[config.mk]
export PLATFORM = sky130hd
export DESIGN_NAME = sweep_scheduler_flat
export DESIGN_NICKNAME = d
export VERILOG_FILES = /design/src/rtl/sweep_scheduler_if.sv /design/src/rtl/sweep_scheduler.sv /design/src/flat_wrapper.sv
export SDC_FILE = /design/constraint.sdc
export NUM_CORES = 1
export LEC_CHECK = 0
export BUFFER_PORTS_ARGS = -buffer_cell sky130_fd_sc_hd__buf_4
export CAP_MARGIN = 0
export CORE_ASPECT_RATIO = 1.4
export CORE_UTILIZATION = 37
export DETAILED_ROUTE_END_ITERATION = 12
export HOLD_SLACK_MARGIN = 0.05
export PLACE_DENSITY_LB_ADDON = 0.05
export SLEW_MARGIN = 20
export SYNTH_ARGS = -nofsm -noshare
export SYNTH_HDL_FRONTEND = slang
export SYNTH_SLANG_ARGS = --single-unit
[constraint.sdc]
create_clock -name clk -period 3.85 [get_ports clk]
set_clock_uncertainty 0.1 [all_clocks]
set_input_delay 0.1925 -clock clk [delete_from_list [all_inputs] [get_ports clk]]
set_output_delay 0.1925 -clock clk [all_outputs]
set_load 0.03 [all_outputs]
[src/rtl/sweep_scheduler_if.sv]
// rtl/sweep_scheduler_if.sv - requester/scheduler bundle for the sweep scheduler
interface sweep_scheduler_if #(
    parameter int WIDTH = 4,
    parameter int PW    = 4
);
    logic [1:0]       req;
    logic [WIDTH-1:0] lo0;
    logic [WIDTH-1:0] hi0;
    logic [WIDTH-1:0] lo1;
    logic [WIDTH-1:0] hi1;
    logic [PW-1:0]    passes0;
    logic [PW-1:0]    passes1;
    logic [1:0]       gnt;
    logic             busy;
    logic [WIDTH-1:0] count;
    logic             dir;
    logic             done;
    logic             err;
    logic             abort;

    modport master (
        output req, lo0, hi0, lo1, hi1, passes0, passes1,
        input  gnt, busy, count, dir, done, err, abort
    );

    modport slave (
        input  req, lo0, hi0, lo1, hi1, passes0, passes1,
        output gnt, busy, count, dir, done, err, abort
    );
endinterface

[src/rtl/sweep_scheduler.sv]
// rtl/sweep_scheduler.sv - round-robin bounded bounce-sweep scheduler; SWEEP_ABORT_EN enables req-drop abort
module sweep_scheduler #(
    parameter int WIDTH = 4,
    parameter int PW    = 4
) (
    input  logic               clk,
    input  logic               reset,
    sweep_scheduler_if.slave   bus
);

    typedef enum logic [2:0] {
        S_IDLE,
        S_LOAD,
        S_RUN,
        S_DONE,
        S_ERR
`ifdef SWEEP_ABORT_EN
        , S_ABORT
`endif
    } state_t;

    state_t           state_q, state_d;
    logic [WIDTH-1:0] count_q, count_d;
    logic [WIDTH-1:0] lo_q, lo_d;
    logic [WIDTH-1:0] hi_q, hi_d;
    logic [PW-1:0]    passes_left_q, passes_left_d;
    logic             dir_q, dir_d;
    logic             sel_q, sel_d;
    logic             last_q, last_d;
    logic [1:0]       gnt_q, gnt_d;
    logic             busy_q, busy_d;
    logic             done_q, done_d;
    logic             err_q, err_d;
`ifdef SWEEP_ABORT_EN
    logic             abort_q, abort_d;
`endif

    logic             pick;
    logic [WIDTH-1:0] pick_lo;
    logic [WIDTH-1:0] pick_hi;
    logic [PW-1:0]    pick_passes;
    logic [WIDTH-1:0] target;

    // Round-robin winner: on contention favour the requester not served last.
    assign pick        = (bus.req == 2'b11) ? ~last_q : bus.req[1];
    assign pick_lo     = pick ? bus.lo1 : bus.lo0;
    assign pick_hi     = pick ? bus.hi1 : bus.hi0;
    assign pick_passes = pick ? bus.passes1 : bus.passes0;
    assign target      = dir_q ? lo_q : hi_q;

    // Next-state and registered-output computation.
    always_comb begin
        state_d       = state_q;
        count_d       = count_q;
        lo_d          = lo_q;
        hi_d          = hi_q;
        passes_left_d = passes_left_q;
        dir_d         = dir_q;
        sel_d         = sel_q;
        last_d        = last_q;
        gnt_d         = gnt_q;
        busy_d        = busy_q;
        done_d        = 1'b0;
        err_d         = 1'b0;
`ifdef SWEEP_ABORT_EN
        abort_d       = 1'b0;
`endif
        case (state_q)
            S_IDLE: begin
                if (bus.req != 2'b00) begin
                    sel_d         = pick;
                    lo_d          = pick_lo;
                    hi_d          = pick_hi;
                    passes_left_d = pick_passes;
                    gnt_d         = pick ? 2'b10 : 2'b01;
                    busy_d        = 1'b1;
                    if ((pick_lo > pick_hi) || (pick_passes == '0)) begin
                        state_d = S_ERR;
                        err_d   = 1'b1;
                    end else begin
                        state_d = S_LOAD;
                    end
                end
            end
            S_LOAD: begin
`ifdef SWEEP_ABORT_EN
                if (!bus.req[sel_q]) begin
                    state_d = S_ABORT;
                    abort_d = 1'b1;
                end else
`endif
                begin
                    count_d = lo_q;
                    dir_d   = 1'b0;
                    state_d = S_RUN;
                end
            end
            S_RUN: begin
`ifdef SWEEP_ABORT_EN
                if (!bus.req[sel_q]) begin
                    state_d = S_ABORT;
                    abort_d = 1'b1;
                end else
`endif
                if (count_q != target) begin
                    count_d = dir_q ? (count_q - WIDTH'(1)) : (count_q + WIDTH'(1));
                end else if (passes_left_q == PW'(1)) begin
                    state_d = S_DONE;
                    done_d  = 1'b1;
                end else begin
                    // Reverse at the bound and keep moving so the bound is not dwelt on.
                    passes_left_d = passes_left_q - PW'(1);
                    dir_d         = ~dir_q;
                    if (lo_q != hi_q) begin
                        count_d = dir_q ? (count_q + WIDTH'(1)) : (count_q - WIDTH'(1));
                    end
                end
            end
            default: begin
                // DONE, ERR and ABORT all release the grant and advance the pointer.
                state_d = S_IDLE;
                gnt_d   = 2'b00;
                busy_d  = 1'b0;
                last_d  = sel_q;
            end
        endcase
    end

    // State and output registers with synchronous active-high reset.
    always_ff @(posedge clk) begin
        if (reset) begin
            state_q       <= S_IDLE;
            count_q       <= '0;
            lo_q          <= '0;
            hi_q          <= '0;
            passes_left_q <= '0;
            dir_q         <= 1'b0;
            sel_q         <= 1'b0;
            last_q        <= 1'b1;
            gnt_q         <= 2'b00;
            busy_q        <= 1'b0;
            done_q        <= 1'b0;
            err_q         <= 1'b0;
`ifdef SWEEP_ABORT_EN
            abort_q       <= 1'b0;
`endif
        end else begin
            state_q       <= state_d;
            count_q       <= count_d;
            lo_q          <= lo_d;
            hi_q          <= hi_d;
            passes_left_q <= passes_left_d;
            dir_q         <= dir_d;
            sel_q         <= sel_d;
            last_q        <= last_d;
            gnt_q         <= gnt_d;
            busy_q        <= busy_d;
            done_q        <= done_d;
            err_q         <= err_d;
`ifdef SWEEP_ABORT_EN
            abort_q       <= abort_d;
`endif
        end
    end

    assign bus.gnt   = gnt_q;
    assign bus.busy  = busy_q;
    assign bus.count = count_q;
    assign bus.dir   = dir_q;
    assign bus.done  = done_q;
    assign bus.err   = err_q;
`ifdef SWEEP_ABORT_EN
    assign bus.abort = abort_q;
`else
    assign bus.abort = 1'b0;
`endif

endmodule

[src/flat_wrapper.sv]
// flat-port wrapper written by rule: the top's interface ports become plain ports
module sweep_scheduler_flat 
#(
    parameter int WIDTH = 4,
    parameter int PW    = 4
)
  (clk, reset, bus_req, bus_lo0, bus_hi0, bus_lo1, bus_hi1, bus_passes0, bus_passes1, bus_gnt, bus_busy, bus_count, bus_dir, bus_done, bus_err, bus_abort);
  sweep_scheduler_if #(.WIDTH(WIDTH), .PW(PW)) bus_i ();
  input  logic clk;
  input  logic reset;
  input wire logic [$bits(bus_i.req)-1:0] bus_req;
  input wire logic [$bits(bus_i.lo0)-1:0] bus_lo0;
  input wire logic [$bits(bus_i.hi0)-1:0] bus_hi0;
  input wire logic [$bits(bus_i.lo1)-1:0] bus_lo1;
  input wire logic [$bits(bus_i.hi1)-1:0] bus_hi1;
  input wire logic [$bits(bus_i.passes0)-1:0] bus_passes0;
  input wire logic [$bits(bus_i.passes1)-1:0] bus_passes1;
  output wire logic [$bits(bus_i.gnt)-1:0] bus_gnt;
  output wire logic [$bits(bus_i.busy)-1:0] bus_busy;
  output wire logic [$bits(bus_i.count)-1:0] bus_count;
  output wire logic [$bits(bus_i.dir)-1:0] bus_dir;
  output wire logic [$bits(bus_i.done)-1:0] bus_done;
  output wire logic [$bits(bus_i.err)-1:0] bus_err;
  output wire logic [$bits(bus_i.abort)-1:0] bus_abort;
  assign bus_i.req = bus_req;
  assign bus_i.lo0 = bus_lo0;
  assign bus_i.hi0 = bus_hi0;
  assign bus_i.lo1 = bus_lo1;
  assign bus_i.hi1 = bus_hi1;
  assign bus_i.passes0 = bus_passes0;
  assign bus_i.passes1 = bus_passes1;
  assign bus_gnt = bus_i.gnt;
  assign bus_busy = bus_i.busy;
  assign bus_count = bus_i.count;
  assign bus_dir = bus_i.dir;
  assign bus_done = bus_i.done;
  assign bus_err = bus_i.err;
  assign bus_abort = bus_i.abort;
  sweep_scheduler #(.WIDTH(WIDTH), .PW(PW)) u_core (.clk(clk), .reset(reset), .bus(bus_i));
endmodule
==> metrics.csv, run 1 <==
stage,metric,value,unit
outcome,status,completed,
place,postPlaceCellArea,0.002022,mm²
cts,cts_root_buffer,clkbuf_8,
cts,htreeDepth,1,
worst_setup_path,worstReg2RegEnd,u_core.state_q[0],
worst_setup_path,cpMostUsedCell,o21a_1,
worst_setup_path,slowest_stage,a21boi_1,
timing,rsz0062_at_grt,no,
die,rows,29,
timing,finalHoldViolCount,0,
synthesis,yosysSeqAreaShare,31.46,%
timing,fin_crit_sh,73.35,%
pwr,power.density,606.0,mW/mm²
synthesis,syn_area,0.001718,mm²
global_route,grt_pass1_wl,6727,µm
worst_setup_path,r2r_start,u_core.last_q,
pwr,power_switching,0.5595,mW
synthesis,synth_edf_count,0,
timing,relSlewSlack,44.72,%
routing,wl_per_cell,13.85,µm
routing,route.detailed.drc,0,
job,cap_viol_max_count,0,
worst_setup_path,worst-path-max-fanout,5,
cts,clock-sinks,27,
routing,vias,1593,
worst_setup_path,critPathLaunchType,register,
synthesis,syn_inst,208,
global_route,grt_usage,18.15,%
die,dieHeight,82.63,µm
worst_setup_path,crit_path_max_incr_delay,0.47,ns
cts,postCtsHoldBufs,0,
timing,setup_tns,0,ns
min_path,min_from,reset,
synthesis,ys_async_sr_fraction,0,%
timing,worstMarginPinSlew,0.8276,ns
synthesis,synth-seq-cells,27,
pwr,p_sw_share,44.59,%
die,core_area,0.004499,mm²
synthesis,synth_area_leaders,"dfxtp_1 31%, mux2i_1 7.6%, nor2_1 6.3%, ha_1 5.8%, xnor2_1 4.6%",
cts,cts_tree,done,
global_route,first_global_vias,1399,
global_route,grt_max_degree,33,
worst_setup_path,critPathCaptureType,register,
routing,viasPerCell,5.292,
place,io_buffer_count,37,
pwr,p_comb_share,51.9,%
die,dieArea,0.004924,mm²
die,die_w,59.59,µm
global_route,overflow,0,
worst_setup_path,r2r_slack,1.03,ns
cts,cts_buffer_depth,2,
pwr,power.share.sequential,34.3,%
min_path,hold_end,u_core.passes_left_q[1],
min_path,hp-class,input pin to register,
routing,ant_nets,0,
min_path,min_path_cells,2,
routing,wirelength,4169,µm
cts,insertion_delay,0.28,ns
cts,cts_resized,0,
timing,setup_viol,0,
cts,cts_setup_buffers,0,
synthesis,synth_nets,244,
worst_setup_path,worstPathArrival,2.92,ns
synthesis,netlist.area_leader.share,31.46,%
pwr,internal_power,0.6953,mW
pwr,power_frac_clock,13.8,%
worst_setup_path,critical_path.cell_chain,a21boi_1 > mux2_2 > ha_1 > nor2b_1 > o21a_1 > o21a_1 > o21ai_0 > nand3_1 > a221oi_1,
worst_setup_path,cp.required,3.95,ns
timing,whs,0.1883,ns
place,post-dp-hpwl,3126,µm
pwr,irDropWorstVdd,0.2789,mV
synthesis,avgSynthCellArea,8.259,µm²
timing,max_freq,0.3541,GHz
cells_and_area,areaGrowthSynthToFinish,20.54,%
cells_and_area,antenna_cells,0,
cts,cts_made_buffers,3,
cells_and_area,final_core_util,46.02,%
cells_and_area,fin_area,0.002071,mm²
pwr,cellLeakagePower,0.7999,nW
synthesis,synth_flop_cell,dfxtp_1,
routing,drtPass1Iterations,4,
synthesis,ys_warn_count,0,
synthesis,yosysMostFrequentCell,nor2_1,
cells_and_area,nets,276,
place,gp_congestion,0.7724,
synthesis,synthTopCellsByCount,"29 x nor2_1, 27 x dfxtp_1, 13 x mux2i_1",
worst_setup_path,path_class,register to register,
cts,cts.clk_slew.worst_paths,0.11,ns
die,io_pins,39,
routing,drtIter0Drc,76,
worst_setup_path,reg2reg_depth,9,
synthesis,synth_top_area_cell,dfxtp_1,
die,start_util,38.18,%
timing,drv_slew,0,
global_route,antenna_found_initial,0,
cells_and_area,fillCellCount,514,
cells_and_area,drive_gt1_share,20.50,%
timing,period_minus_slack,2.824,ns
synthesis,synth_cell_type_count,47,
[how the worst max path moves through the flow]
stage | from | end | slack (ns) | cells after the start
CTS | u_core.last_q | u_core.state_q[0] | 0.96 | 9
finish | u_core.last_q | u_core.state_q[0] | 1.03 | 9
floorplan | u_core.last_q | u_core.state_q[0] | 0.97 | 10
detailed placement | bus_req[0] | u_core.state_q[0] | 0.94 | 10
global placement | bus_req[0] | u_core.state_q[0] | 1.02 | 10
global route | u_core.last_q | u_core.state_q[0] | 0.75 | 10
[power groups by stage]
stage               Combinational (mW)  Sequential (mW)  Clock (mW)
detailed placement               0.653            0.439           0
global placement                 0.652            0.438           0
CTS                              0.657            0.432       0.179
finish                           0.652            0.431       0.173
global route                     0.732            0.447       0.190
floorplan                        0.480            0.458           0
[stage by stage]
stage	instances	setup WS, ns	power [mW]
global placement	297	1.018	1.090
CTS	301	0.9640	1.269
finish	301	1.026	1.255
detailed placement	297	0.9389	1.091
global route	301	0.7451	1.368
floorplan	208	0.9685	0.9379
[worst max-delay path: cells and delay by family, from the launching register on]
family	cells	cell delay, ns
flops	1	0.33
compound gates	5	1.34
mux	1	0.42
fa+ha+maj	1	0.29
simple gates	2	0.26
[routing by layer]
| layer | GRT usage [%] | up-vias | share of wire, % |
|---|---|---|---|
| met5 | 0 | - | 0 |
| met1 | 23.28 | 732 | 46 |
| met4 | 5.581 | 0 | 1.1 |
| met2 | 31.57 | 37 | 50 |
| met3 | 1.869 | 5 | 2.5 |
| li1 | - | 819 | - |
[state kept, by name (all words and copies together), names as in the netlist]
register,count
u_core.bus.gnt,2
u_core.lo_q,4
u_core.bus.err,1
u_core.bus.dir,1
u_core.state_q,3
u_core.last_q,1
u_core.passes_left_q,4
u_core.sel_q,1
u_core.bus.busy,1
u_core.bus.done,1
u_core.hi_q,4
u_core.bus.count,4
[placed cells by master (no fill, tap or decap), types with 2 or more instances in the layout]
| cell type | netlist | layout |
|---|---|---|
| inv_1 | 6 | 6 |
| ha_1 | 8 | 8 |
| o21a_1 | 2 | 2 |
| nor2_1 | 29 | 29 |
| a311oi_1 | 2 | 2 |
| a21oi_1 | 10 | 10 |
| a211o_1 | 2 | 2 |
| or2_2 | 2 | 2 |
| dfxtp_1 | 27 | 27 |
| a211oi_1 | 8 | 8 |
| o21ai_0 | 6 | 6 |
| a32oi_1 | 2 | 2 |
| nand4b_1 | 2 | 2 |
| clkbuf_8 | 0 | 3 |
| o31ai_1 | 2 | 2 |
| buf_4 | 1 | 39 |
| mux2i_1 | 13 | 13 |
| nand3_1 | 7 | 7 |
| o211ai_1 | 3 | 3 |
| nor4_1 | 2 | 2 |
| or3_1 | 3 | 3 |
| mux2_2 | 4 | 4 |
| nor3_1 | 10 | 10 |
| nor2b_1 | 4 | 4 |
| nand2_1 | 12 | 12 |
| o31a_1 | 2 | 2 |
| nand3b_1 | 2 | 2 |
| xnor2_1 | 9 | 9 |
[logic make-up (layout without fill, tap and decap cells)]
logic type | Yosys count | count (layout) | share of synthesized area, %
and+or+nand+nor | 80 | 80 | 23.09
AOI/OAI and AO/OA | 47 | 47 | 18.94
DFF | 27 | 27 | 31.46
buffers and inverters | 18 | 49 | 5.171
muxes | 17 | 17 | 10.20
xor gates and xnor gates | 10 | 10 | 5.099
adders and majority gates | 8 | 8 | 5.827
other | 1 | 1 | 0.2183
[cell type report]
class	instances	area [µm²]	share of cell area, %
sequential	27	540.5	26.10
timing repair buffer	39	292.8	14.14
clock buffer	3	41.29	1.994
clock inverter	1	7.507	0.3625
inverter	6	22.52	1.088
multi-input combinational	163	1089	52.57
tap	62	77.57	3.746
(Power assumes the default switching activity.)
==> run 2, diff against run 1 <==
==> constraint.sdc (replaced) <==
create_clock -name clk -period 2.9 [get_ports clk]
set_clock_uncertainty 0.1 [all_clocks]
set_input_delay 0.145 -clock clk [delete_from_list [all_inputs] [get_ports clk]]
set_output_delay 0.145 -clock clk [all_outputs]
set_load 0.03 [all_outputs]
==> metrics.csv, run 2 (synthesized netlist as in run 1, its figures left out) <==
stage,metric,value,unit,change
worst_setup_path,slowest_stage,mux2_2,,was a21boi_1
worst_setup_path,cpMostUsedCell,o21a_1,,unchanged
cells_and_area,final_core_util,47.02,%,was 46.02%
die,die_w,59.59,µm,unchanged
routing,route.detailed.drc,0,,unchanged
routing,viasPerCell,5.264,,was 5.292
pwr,cellLeakagePower,0.8288,nW,was 0.7999 nW
die,dieHeight,82.63,µm,unchanged
cts,cts_root_buffer,clkbuf_8,,unchanged
place,dp.cells,303,,was 297
worst_setup_path,crit_path_max_incr_delay,0.35,ns,was 0.47 ns
place,io_buffer_count,37,,unchanged
routing,drtPass1Iterations,5,,was 4
die,rows,29,,unchanged
timing,finalHoldViolCount,0,,unchanged
timing,setup_tns,0,ns,unchanged
timing,period_minus_slack,2.607,ns,was 2.824 ns
pwr,finalPower,1.724,mW,was 1.255 mW
worst_setup_path,critical_path.cell_chain,a21boi_1 > buf_4 > mux2_2 > ha_1 > nor2b_1 > o21a_1 > o21a_1 > o21ai_0 > nand3_1 > a221oi_1,,was a21boi_1 > mux2_2 > ha_1 > nor2b_1 > o21a_1 > o21a_1 > o21ai_0 > nand3_1 > a221oi_1
cells_and_area,fin_area,0.002116,mm²,was 0.002071 mm²
timing,relSlewSlack,49.89,%,was 44.72%
global_route,grt_max_degree,33,,unchanged
timing,fin_crit_sh,89.88,%,was 73.35%
cells_and_area,layout_commonest_cell,buf_4,,unchanged
worst_setup_path,worst-path-max-fanout,5,,unchanged
global_route,first_global_vias,1493,,was 1399
cts,cts_made_buffers,3,,unchanged
cts,cts_buffer_depth,2,,unchanged
cts,clock-sinks,27,,unchanged
cells_and_area,multi_input_area,0.001089,mm²,unchanged
worst_setup_path,crit_start,u_core.last_q,,unchanged
global_route,antenna_found_initial,0,,unchanged
die,io_pins,39,,unchanged
cts,insertion_delay,0.28,ns,about the same
place,post-dp-hpwl,3224,µm,was 3126 µm
pwr,irDropWorstVdd,0.3908,mV,was 0.2789 mV
worst_setup_path,worstPathArrival,2.70,ns,was 2.92 ns
cells_and_area,drive_gt1_share,22.45,%,was 20.50%
cells_and_area,fin_cells,307,,was 301
global_route,overflow,0,,unchanged
worst_setup_path,critPathLaunchType,register,,unchanged
timing,drv_slew,0,,unchanged
cells_and_area,seq_area,540.5,µm²,unchanged
routing,wirelength,4149,µm,was 4169 µm
timing,worstMarginPinSlew,0.7500,ns,was 0.8276 ns
job,cap_viol_max_count,0,,unchanged
cts,cts_setup_buffers,0,,unchanged
routing,wl_per_cell,13.51,µm,was 13.85 µm
routing,vias,1616,,was 1593
worst_setup_path,r2r_start,u_core.last_q,,unchanged
timing,setup_ws,0.2934,ns,was 1.026 ns
place,gp_congestion,0.7726,,was 0.7724
global_route,grt_pass1_wl,6831,µm,was 6727 µm
place,pre_cts_slack,0.3377,ns,was 0.9389 ns
cts,postCtsHoldBufs,0,,unchanged
die,dieArea,0.004924,mm²,unchanged
outcome,status,completed,,unchanged
cts,cts_resized,0,,unchanged
min_path,min_from,reset,,unchanged
cts,cts_tree,done,,unchanged
routing,drtIter0Drc,48,,was 76
die,core_area,0.004499,mm²,unchanged
worst_setup_path,critPathCaptureType,register,,unchanged
cells_and_area,nets,282,,was 276
routing,ant_nets,0,,unchanged
global_route,grt_usage,18.14,%,was 18.15%
die,start_util,38.18,%,unchanged
timing,setup_viol,0,,unchanged
worst_setup_path,path_class,register to register,,unchanged
pwr,power.density,814.6,mW/mm²,was 606.0 mW/mm²
cts,cts.clk_slew.worst_paths,0.11,ns,about the same
cells_and_area,layout_common_cells,"45 x buf_4, 29 x nor2_1, 27 x dfxtp_1",,"was 39 x buf_4, 29 x nor2_1, 27 x dfxtp_1"
timing,rsz0062_at_grt,no,,unchanged
min_path,hp-class,input pin to register,,unchanged
cts,htreeDepth,1,,unchanged
place,postPlaceCellArea,0.002067,mm²,was 0.002022 mm²
cells_and_area,antenna_cells,0,,unchanged
cells_and_area,fillCellCount,493,,was 514
timing,max_freq,0.3836,GHz,was 0.3541 GHz
timing,whs,0.1387,ns,was 0.1883 ns
worst_setup_path,cp.required,2.99,ns,was 3.95 ns
cells_and_area,areaGrowthSynthToFinish,23.16,%,was 20.54%
## run 2: cell types whose count changed in the layout (fill, tap and decap cells not counted), sizes merged
cell,delta
buf,+6
## run 2: final timing paths
kind / cells after the start / slack [ns] / endpoint
min: 2 / 0.14 / u_core.bus.done
min reg2reg: 2 / 0.36 / u_core.sel_q
max reg2reg: 10 / 0.29 / u_core.state_q[0]
max: 10 / 0.29 / u_core.state_q[0]
## run 2: metal layers
layer  vias to the layer above  GRT usage [%]  wire length (µm)
met3                         5          2.181               118
met4                         0          6.047                44
met5                         -              0                 0
met2                        41          32.47              2128
met1                       739          22.12              1858
li1                        831              -                 -
## run 2: layout make-up
| class | count | share of cell area (%) |
|---|---|---|
| clock inverter | 1 | 0.3548 |
| tap | 62 | 3.666 |
| clock buffer | 3 | 1.952 |
| sequential | 27 | 25.55 |
| timing repair buffer | 45 | 15.97 |
| inverter | 6 | 1.064 |
| multi-input combinational | 163 | 51.45 |
## run 2: where the power goes
group | switching, mW | total, mW | internal [mW]
sequential | 0.108 | 0.571 | 0.463
clock | 0.132 | 0.230 | 0.0978
combinational | 0.514 | 0.922 | 0.409
total | 0.754 | 1.72 | 0.970
## run 2: worst max-delay path: cells and delay by family, from the launching register on
family / cells / cell delay (ns)
AO/OA/AOI/OAI: 5 / 1.02
buffers and inverters: 1 / 0.17
AND/OR/NAND/NOR: 2 / 0.26
multiplexers: 1 / 0.35
adder cells (fa/ha/maj): 1 / 0.28
flip-flops: 1 / 0.33
